`src/rtl/exe_stage_bru_pkg.sv`:
```
// Shared definitions for the execute-stage branch resolution unit:
// branch-selector bit indices, bus widths and FSM state encodings.
package exe_stage_bru_pkg;

  localparam int REG_BUS = 64;
  localparam int BJ_BUS  = 8;

  // One-hot bit positions inside bj_sel / bj_data
  localparam int BJ_BEQ  = 0;
  localparam int BJ_BNE  = 1;
  localparam int BJ_BLT  = 2;
  localparam int BJ_BGE  = 3;
  localparam int BJ_BLTU = 4;
  localparam int BJ_BGEU = 5;
  localparam int BJ_JAL  = 6;
  localparam int BJ_JALR = 7;

  typedef enum logic [0:0] {
    BRU_IDLE = 1'b0,
    BRU_PEND = 1'b1
  } bru_state_e;

  function automatic logic bru_is_link(input logic [BJ_BUS-1:0] sel);
    return sel[BJ_JAL] | sel[BJ_JALR];
  endfunction

endpackage

```
`src/rtl/exe_stage_bru_cond.sv`:
```
// Combinational branch decode: taken decision, target address, alignment
// check and link value for the instruction currently in execute.
module exe_stage_bru_cond
  import exe_stage_bru_pkg::*;
#(
  parameter int XLEN = 64,
  parameter int BJ_W = 8,
  parameter bit RVC  = 1'b0
) (
  input  logic [BJ_W-1:0] bj_sel_i,
  input  logic [BJ_W-1:0] bj_data_i,
  input  logic [XLEN-1:0] pc_i,
  input  logic [XLEN-1:0] imm_i,
  input  logic [XLEN-1:0] rs1_val_i,
  output logic            taken_o,
  output logic [XLEN-1:0] target_o,
  output logic            misaligned_o,
  output logic            is_link_o,
  output logic [XLEN-1:0] link_pc_o
);

  logic [BJ_W-1:0] taken_vec;
  logic [XLEN-1:0] jalr_sum;
  logic [XLEN-1:0] pc_rel;
  logic [1:0]      unused_jump_bits;

  // The ALU reports "operands differ" on the BEQ bit, so BEQ/BNE swap.
  always_comb begin
    taken_vec          = '0;
    taken_vec[BJ_BEQ]  = bj_data_i[BJ_BNE];
    taken_vec[BJ_BNE]  = bj_data_i[BJ_BEQ];
    taken_vec[BJ_BLT]  = bj_data_i[BJ_BLT];
    taken_vec[BJ_BGE]  = bj_data_i[BJ_BGE];
    taken_vec[BJ_BLTU] = bj_data_i[BJ_BLTU];
    taken_vec[BJ_BGEU] = bj_data_i[BJ_BGEU];
    taken_vec[BJ_JAL]  = 1'b1;
    taken_vec[BJ_JALR] = 1'b1;
  end

  assign unused_jump_bits = bj_data_i[BJ_JALR:BJ_JAL];

  assign taken_o  = |(bj_sel_i & taken_vec);
  assign jalr_sum = rs1_val_i + imm_i;
  assign pc_rel   = pc_i + imm_i;

  always_comb begin
    target_o = pc_rel;
    if (bj_sel_i[BJ_JALR]) begin
      target_o = {jalr_sum[XLEN-1:1], 1'b0};
    end
  end

  assign misaligned_o = (RVC == 1'b0) && target_o[1];
  assign is_link_o    = bru_is_link(bj_sel_i[BJ_BUS-1:0]);
  assign link_pc_o    = pc_i + XLEN'(4);

endmodule

```
`src/rtl/exe_stage_bru.sv`:
```
// Execute-stage branch resolution unit: resolves control flow with static
// not-taken prediction and issues a registered PC redirect to fetch.
module exe_stage_bru
  import exe_stage_bru_pkg::*;
#(
  parameter int XLEN  = 64,
  parameter int BJ_W  = 8,
  parameter bit RVC   = 1'b0,
  parameter int CNT_W = 64
) (
  input  logic             clk,
  input  logic             rst,
  input  logic             ex_valid,
  output logic             ex_ready,
  input  logic [BJ_W-1:0]  bj_sel,
  input  logic [BJ_W-1:0]  bj_data,
  input  logic [XLEN-1:0]  pc,
  input  logic [XLEN-1:0]  imm,
  input  logic [XLEN-1:0]  rs1_val,
  input  logic             kill,
  output logic             redirect_valid,
  input  logic             redirect_ready,
  output logic [XLEN-1:0]  redirect_pc,
  output logic             flush_o,
  output logic             link_valid,
  output logic [XLEN-1:0]  link_data,
  output logic             exc_valid,
  output logic [XLEN-1:0]  exc_tval,
  output logic [CNT_W-1:0] br_cnt,
  output logic [CNT_W-1:0] taken_cnt,
  output bru_state_e       dbg_state
);

  bru_state_e       state_q;
  logic [XLEN-1:0]  redirect_pc_q;
  logic             link_valid_q;
  logic [XLEN-1:0]  link_data_q;
  logic             exc_valid_q;
  logic [XLEN-1:0]  exc_tval_q;
  logic [CNT_W-1:0] br_cnt_q;
  logic [CNT_W-1:0] taken_cnt_q;

  logic             taken;
  logic [XLEN-1:0]  target;
  logic             misaligned;
  logic             is_link;
  logic [XLEN-1:0]  link_pc;
  logic             accept;
  logic             handshake;

  exe_stage_bru_cond #(
    .XLEN (XLEN),
    .BJ_W (BJ_W),
    .RVC  (RVC)
  ) u_cond (
    .bj_sel_i     (bj_sel),
    .bj_data_i    (bj_data),
    .pc_i         (pc),
    .imm_i        (imm),
    .rs1_val_i    (rs1_val),
    .taken_o      (taken),
    .target_o     (target),
    .misaligned_o (misaligned),
    .is_link_o    (is_link),
    .link_pc_o    (link_pc)
  );

  // Handshakes: execute transfers when ex_valid & ex_ready; the redirect
  // transfers when redirect_valid & redirect_ready. redirect_valid and
  // redirect_pc stay stable until that transfer, or until kill/rst drops it.
  assign ex_ready  = (state_q == BRU_IDLE);
  assign accept    = ex_valid & ex_ready & (|bj_sel) & ~kill;
  assign handshake = (state_q == BRU_PEND) & redirect_ready & ~kill & ~rst;

  always_ff @(posedge clk) begin
    if (rst) begin
      state_q       <= BRU_IDLE;
      redirect_pc_q <= '0;
      link_valid_q  <= 1'b0;
      link_data_q   <= '0;
      exc_valid_q   <= 1'b0;
      exc_tval_q    <= '0;
      br_cnt_q      <= '0;
      taken_cnt_q   <= '0;
    end else begin
      link_valid_q <= 1'b0;
      exc_valid_q  <= 1'b0;
      if (kill) begin
        state_q <= BRU_IDLE;
      end else begin
        case (state_q)
          BRU_IDLE: begin
            if (accept) begin
              br_cnt_q <= br_cnt_q + CNT_W'(1);
              if (is_link) begin
                link_valid_q <= 1'b1;
                link_data_q  <= link_pc;
              end
              if (taken && misaligned) begin
                exc_valid_q <= 1'b1;
                exc_tval_q  <= target;
              end else if (taken) begin
                redirect_pc_q <= target;
                state_q       <= BRU_PEND;
              end
            end
          end
          BRU_PEND: begin
            if (redirect_ready) begin
              taken_cnt_q <= taken_cnt_q + CNT_W'(1);
              state_q     <= BRU_IDLE;
            end
          end
          default: state_q <= BRU_IDLE;
        endcase
      end
    end
  end

  assign redirect_valid = (state_q == BRU_PEND);
  assign redirect_pc    = redirect_pc_q;
  assign flush_o        = handshake;
  assign link_valid     = link_valid_q;
  assign link_data      = link_data_q;
  assign exc_valid      = exc_valid_q;
  assign exc_tval       = exc_tval_q;
  assign br_cnt         = br_cnt_q;
  assign taken_cnt      = taken_cnt_q;
  assign dbg_state      = state_q;

endmodule

```
`config.mk`:
```
export PLATFORM = sky130hd
export DESIGN_NAME = exe_stage_bru
export DESIGN_NICKNAME = d
export VERILOG_FILES = /design/src/rtl/exe_stage_bru_pkg.sv /design/src/rtl/exe_stage_bru_cond.sv /design/src/rtl/exe_stage_bru.sv
export SDC_FILE = /design/constraint.sdc
export NUM_CORES = 1
export LEC_CHECK = 0
export BUFFER_PORTS_ARGS = -buffer_cell sky130_fd_sc_hd__buf_2
export CORE_AREA = 2 2 207 209
export CTS_BUF_LIST = sky130_fd_sc_hd__clkbuf_16
export DETAILED_ROUTE_END_ITERATION = 12
export DIE_AREA = 0 0 209 211
export PLACE_DENSITY = 0.78
export SLEW_MARGIN = 20
export SYNTH_ARGS = -nofsm -noshare
export SYNTH_HDL_FRONTEND = slang
export SYNTH_SLANG_ARGS = --single-unit
```
`constraint.sdc`:
```
create_clock -name clk -period 6.34 [get_ports clk]
set_clock_uncertainty 0.15 [all_clocks]
set_input_delay 0.317 -clock clk [delete_from_list [all_inputs] [get_ports clk]]
set_output_delay 0.317 -clock clk [all_outputs]
set_load 0.005 [all_outputs]
```
==> impl_metrics.py <==
metrics = {
    "synthesis": {
        "yosysTopAreaCell": "dfxtp_1",
        "async_flop_share_pct": 0,
        "synthFlopType": "dfxtp_1",
        "synthDistinctLibCells": 98,
        "synth.most_common_cell": "nor2_1",
        "ys_ff_latch": 323,
        "syn_area_um2": 21640,
        "ys_seq_area_share_pct": 29.88,
        "syn-instance-count": 2802,
        "yosys_warnings": 0,
        "yosys-top-cells-area": "dfxtp_1 30%, nor2_1 7.7%, ha_1 7.4%",
        "synth_commonest_cells": "446 x nor2_1, 323 x dfxtp_1, 239 x nand2_1, 201 x a21oi_1, 159 x a211oi_1",
        "syn-num-nets": 3145,
        "netlist.area_leader.share_pct": 29.88,
        "syn_area_per_cell_um2": 7.723,
        "synth_edf_count": 0,
    },
    "drt": {
        "drt_first_iter_violations": 2181,
        "dr.pass1.iters": 7,
        "drc": 0,
        "wire_per_inst_um": 20.85,
        "vias": 23270,
        "ant_nets": 0,
        "vias_per_cell": 6.041,
        "drt-total-wl_um": 80310,
    },
    "cells_and_area": {
        "fin_nets": 3625,
        "layout-drive-gt1-share_pct": 20.09,
        "multi_input_area_um2": 14400,
        "nFillCells": 3685,
        "finalNonFillerCells": 3852,
        "area_delta_synth_final_pct": 20.81,
        "design_area_um2": 26140,
        "regArea_um2": 6466,
    },
    "critical_path": {
        "endpoint": "exc_tval[62]",
        "crit_path_end_kind": "flop",
        "crit_path_top_delay_cell": "dlygate4sd3_1",
        "reg2reg_from": "dbg_state",
        "required_ps": 6660,
        "cp-startpoint": "pc[0]",
        "critPathMaxFanout": 4,
        "worstReg2RegEnd": "taken_cnt[63]",
        "worstPathCellList": "dlygate4sd3_1, buf_2, ha_1, fa_1, a211oi_1, o21ai_1, nand4_1, a311oi_1, o2111ai_1, a31oi_1, a221oi_1, mux2i_1, o21ai_1, a311oi_1",
        "arrival_ps": 4430,
        "r2r_slack_ps": 2760,
        "worst_setup_path_start_kind": "primary input",
        "reg2reg_depth": 10,
        "max_stage_delay_ps": 560,
        "critPathKind": "in -> reg",
    },
    "die": {
        "start_util_pct": 51.82,
        "die_x_um": 209,
        "core-area_um2": 41760,
        "rows": 75,
        "die-area_um2": 44100,
        "ioPinCount": 539,
        "dieHeight_um": 211,
    },
    "global_routing": {
        "antenna_found_initial": 10,
        "grt_pass1_vias": 22120,
        "grt_usage_pct": 34.87,
        "grt_remaining_overflow": 0,
        "grt_pass1_wl_um": 122700,
        "grt_max_degree": 139,
    },
    "sta": {
        "worstMarginPinSlew_ps": 1044,
        "max_freq_ghz": 0.2436,
        "hold_viol": 0,
        "totalNegativeSetupSlack_ps": 0,
        "maxSlewViolCount": 0,
        "setup_viol": 0,
        "min_period_ps": 4106,
        "finalCritPeriodShare_pct": 64.76,
        "slew_headroom_pct": 30.38,
        "rsz0062_at_grt": "no",
    },
    "placement": {
        "gp_congestion": 1.049,
        "portBuffers": 536,
        "place.detailed.hpwl_um": 63360,
        "placed_cell_area_um2": 24520,
        "post-place-cells": 3736,
    },
    "clocking": {
        "root_buffer": "clkbuf_16",
        "tritoncts": "done",
        "cts-resized-gates": 0,
        "path_clk_slew_ps": 60,
        "cts.sink_count": 323,
        "cts_buffers": 38,
        "htreeDepth": 2,
        "clockBufferDepth": 3,
        "clock_latency_ps": 580,
    },
    "pwr": {
        "p_leak_nw": 11.19,
        "peakVddDrop_mv": 0.1751,
        "power.total_w": 0.005823,
        "power.density_nw_per_um2": 222.7,
    },
    "outcome": {
        "status": "complete, no violations",
    },
    "job": {
        "max_cap_violations": 0,
    },
    "hold_path": {
        "worst_hold_path_type": "in -> reg",
    },
}
cells by family (layout without fill, tap and decap cells):
family	after synthesis	after routing	synth area share, %
compound gates	743	743	22.87
xor+xnor	262	262	10.60
fa+ha+maj	130	130	7.586
buf+inv	201	704	3.666
flops	323	323	29.88
mux	21	21	0.9771
other cells	0	8	0
simple gates	1122	1122	24.42
per-stage QoR:
| stage | hold slack, ps | utilization, % | setup slack, ps |
|---|---|---|---|
| after floorplan | 243.8 | - | 3172 |
| after global placement | 292.2 | 58.73 | 2367 |
| after detailed placement | 298.6 | 58.73 | 2318 |
| after CTS | 0.4678 | 62.56 | 2318 |
| after global routing | 29.06 | 62.60 | 1915 |
| final | 21.97 | 62.60 | 2234 |
area by class of cell:
class	count	share of cell area, %
multi-input combinational	2278	55.09
clock buffer	38	3.637
tap	539	2.580
sequential	323	24.73
timing repair buffer	594	12.45
antenna	8	0.07658
inverter	47	0.6748
clock inverter	25	0.7514
sequential cells by signal, indices dropped and copies added, names as in the netlist:
| register | count |
|---|---|
| exc_tval | 64 |
| link_valid | 1 |
| taken_cnt | 64 |
| br_cnt | 64 |
| exc_valid | 1 |
| link_data | 64 |
| redirect_pc | 64 |
| dbg_state | 1 |
power breakdown:
part	switching (W)	leakage (nW)	internal (W)
logic	0.000989	7.96	0.000592
registers	0.0000527	2.63	0.00212
clock network	0.000919	0.595	0.00115
total	0.00196	11.2	0.00386
worst min path at each step:
stage,start,endpoint,slack [ps],depth (start not counted)
after global routing,pc[50],link_data[50],30,3
after global placement,redirect_pc[2],redirect_pc[2],290,2
final,pc[11],link_data[11],20,3
after CTS,pc[52],link_data[52],0.5,3
after detailed placement,redirect_pc[2],redirect_pc[2],300,2
after floorplan,kill,dbg_state,240,1
metal layers:
metal	share of wire [%]	routed length (um)	track usage (%)
met4	4.2	3357	14.83
met3	7.9	6346	6.973
met5	0.030	24	0
met2	45	36510	56.64
met1	42	34070	45.19
critical path, delay by kind of cell:
family / cells / cell delay (ps)
AOI/OAI and AO/OA: 8 / 2290
buffers and inverters: 2 / 700
adders and majority gates: 2 / 680
muxes: 1 / 230
and+or+nand+nor: 1 / 220
cell usage in the layout, fill, tap and decap left out, types with 8 or more instances in the layout:
cell type	instances
and3_1	40
a21oi_1	201
dfxtp_1	323
dlygate4sd3_1	45
a21o_1	50
nor2_1	444
o21ai_1	18
nand2_1	239
o21a_1	13
a211oi_1	159
ha_1	128
buf_2	534
mux2i_1	20
xnor2_1	106
nand3_1	103
inv_1	56
nor3_1	54
and2_1	16
o211ai_1	13
o21ai_0	124
xor2_1	156
a31oi_1	18
nor2b_1	11
or3_1	41
clkbuf_16	38
a311oi_1	17
o21bai_1	28
nand4_1	83
nor4_1	12
and4_1	17
nand2b_1	14
buf_4	13
diode_2	8
repair_timing:
| item | 4_1_cts | 5_1_grt |
|---|---|---|
| hold buffers | 45 | 0 |
| endpoints found under the hold margin | 42 | 0 |
| buffers inserted | 0 | 0 |
Power figures use the tool's default switching activity.
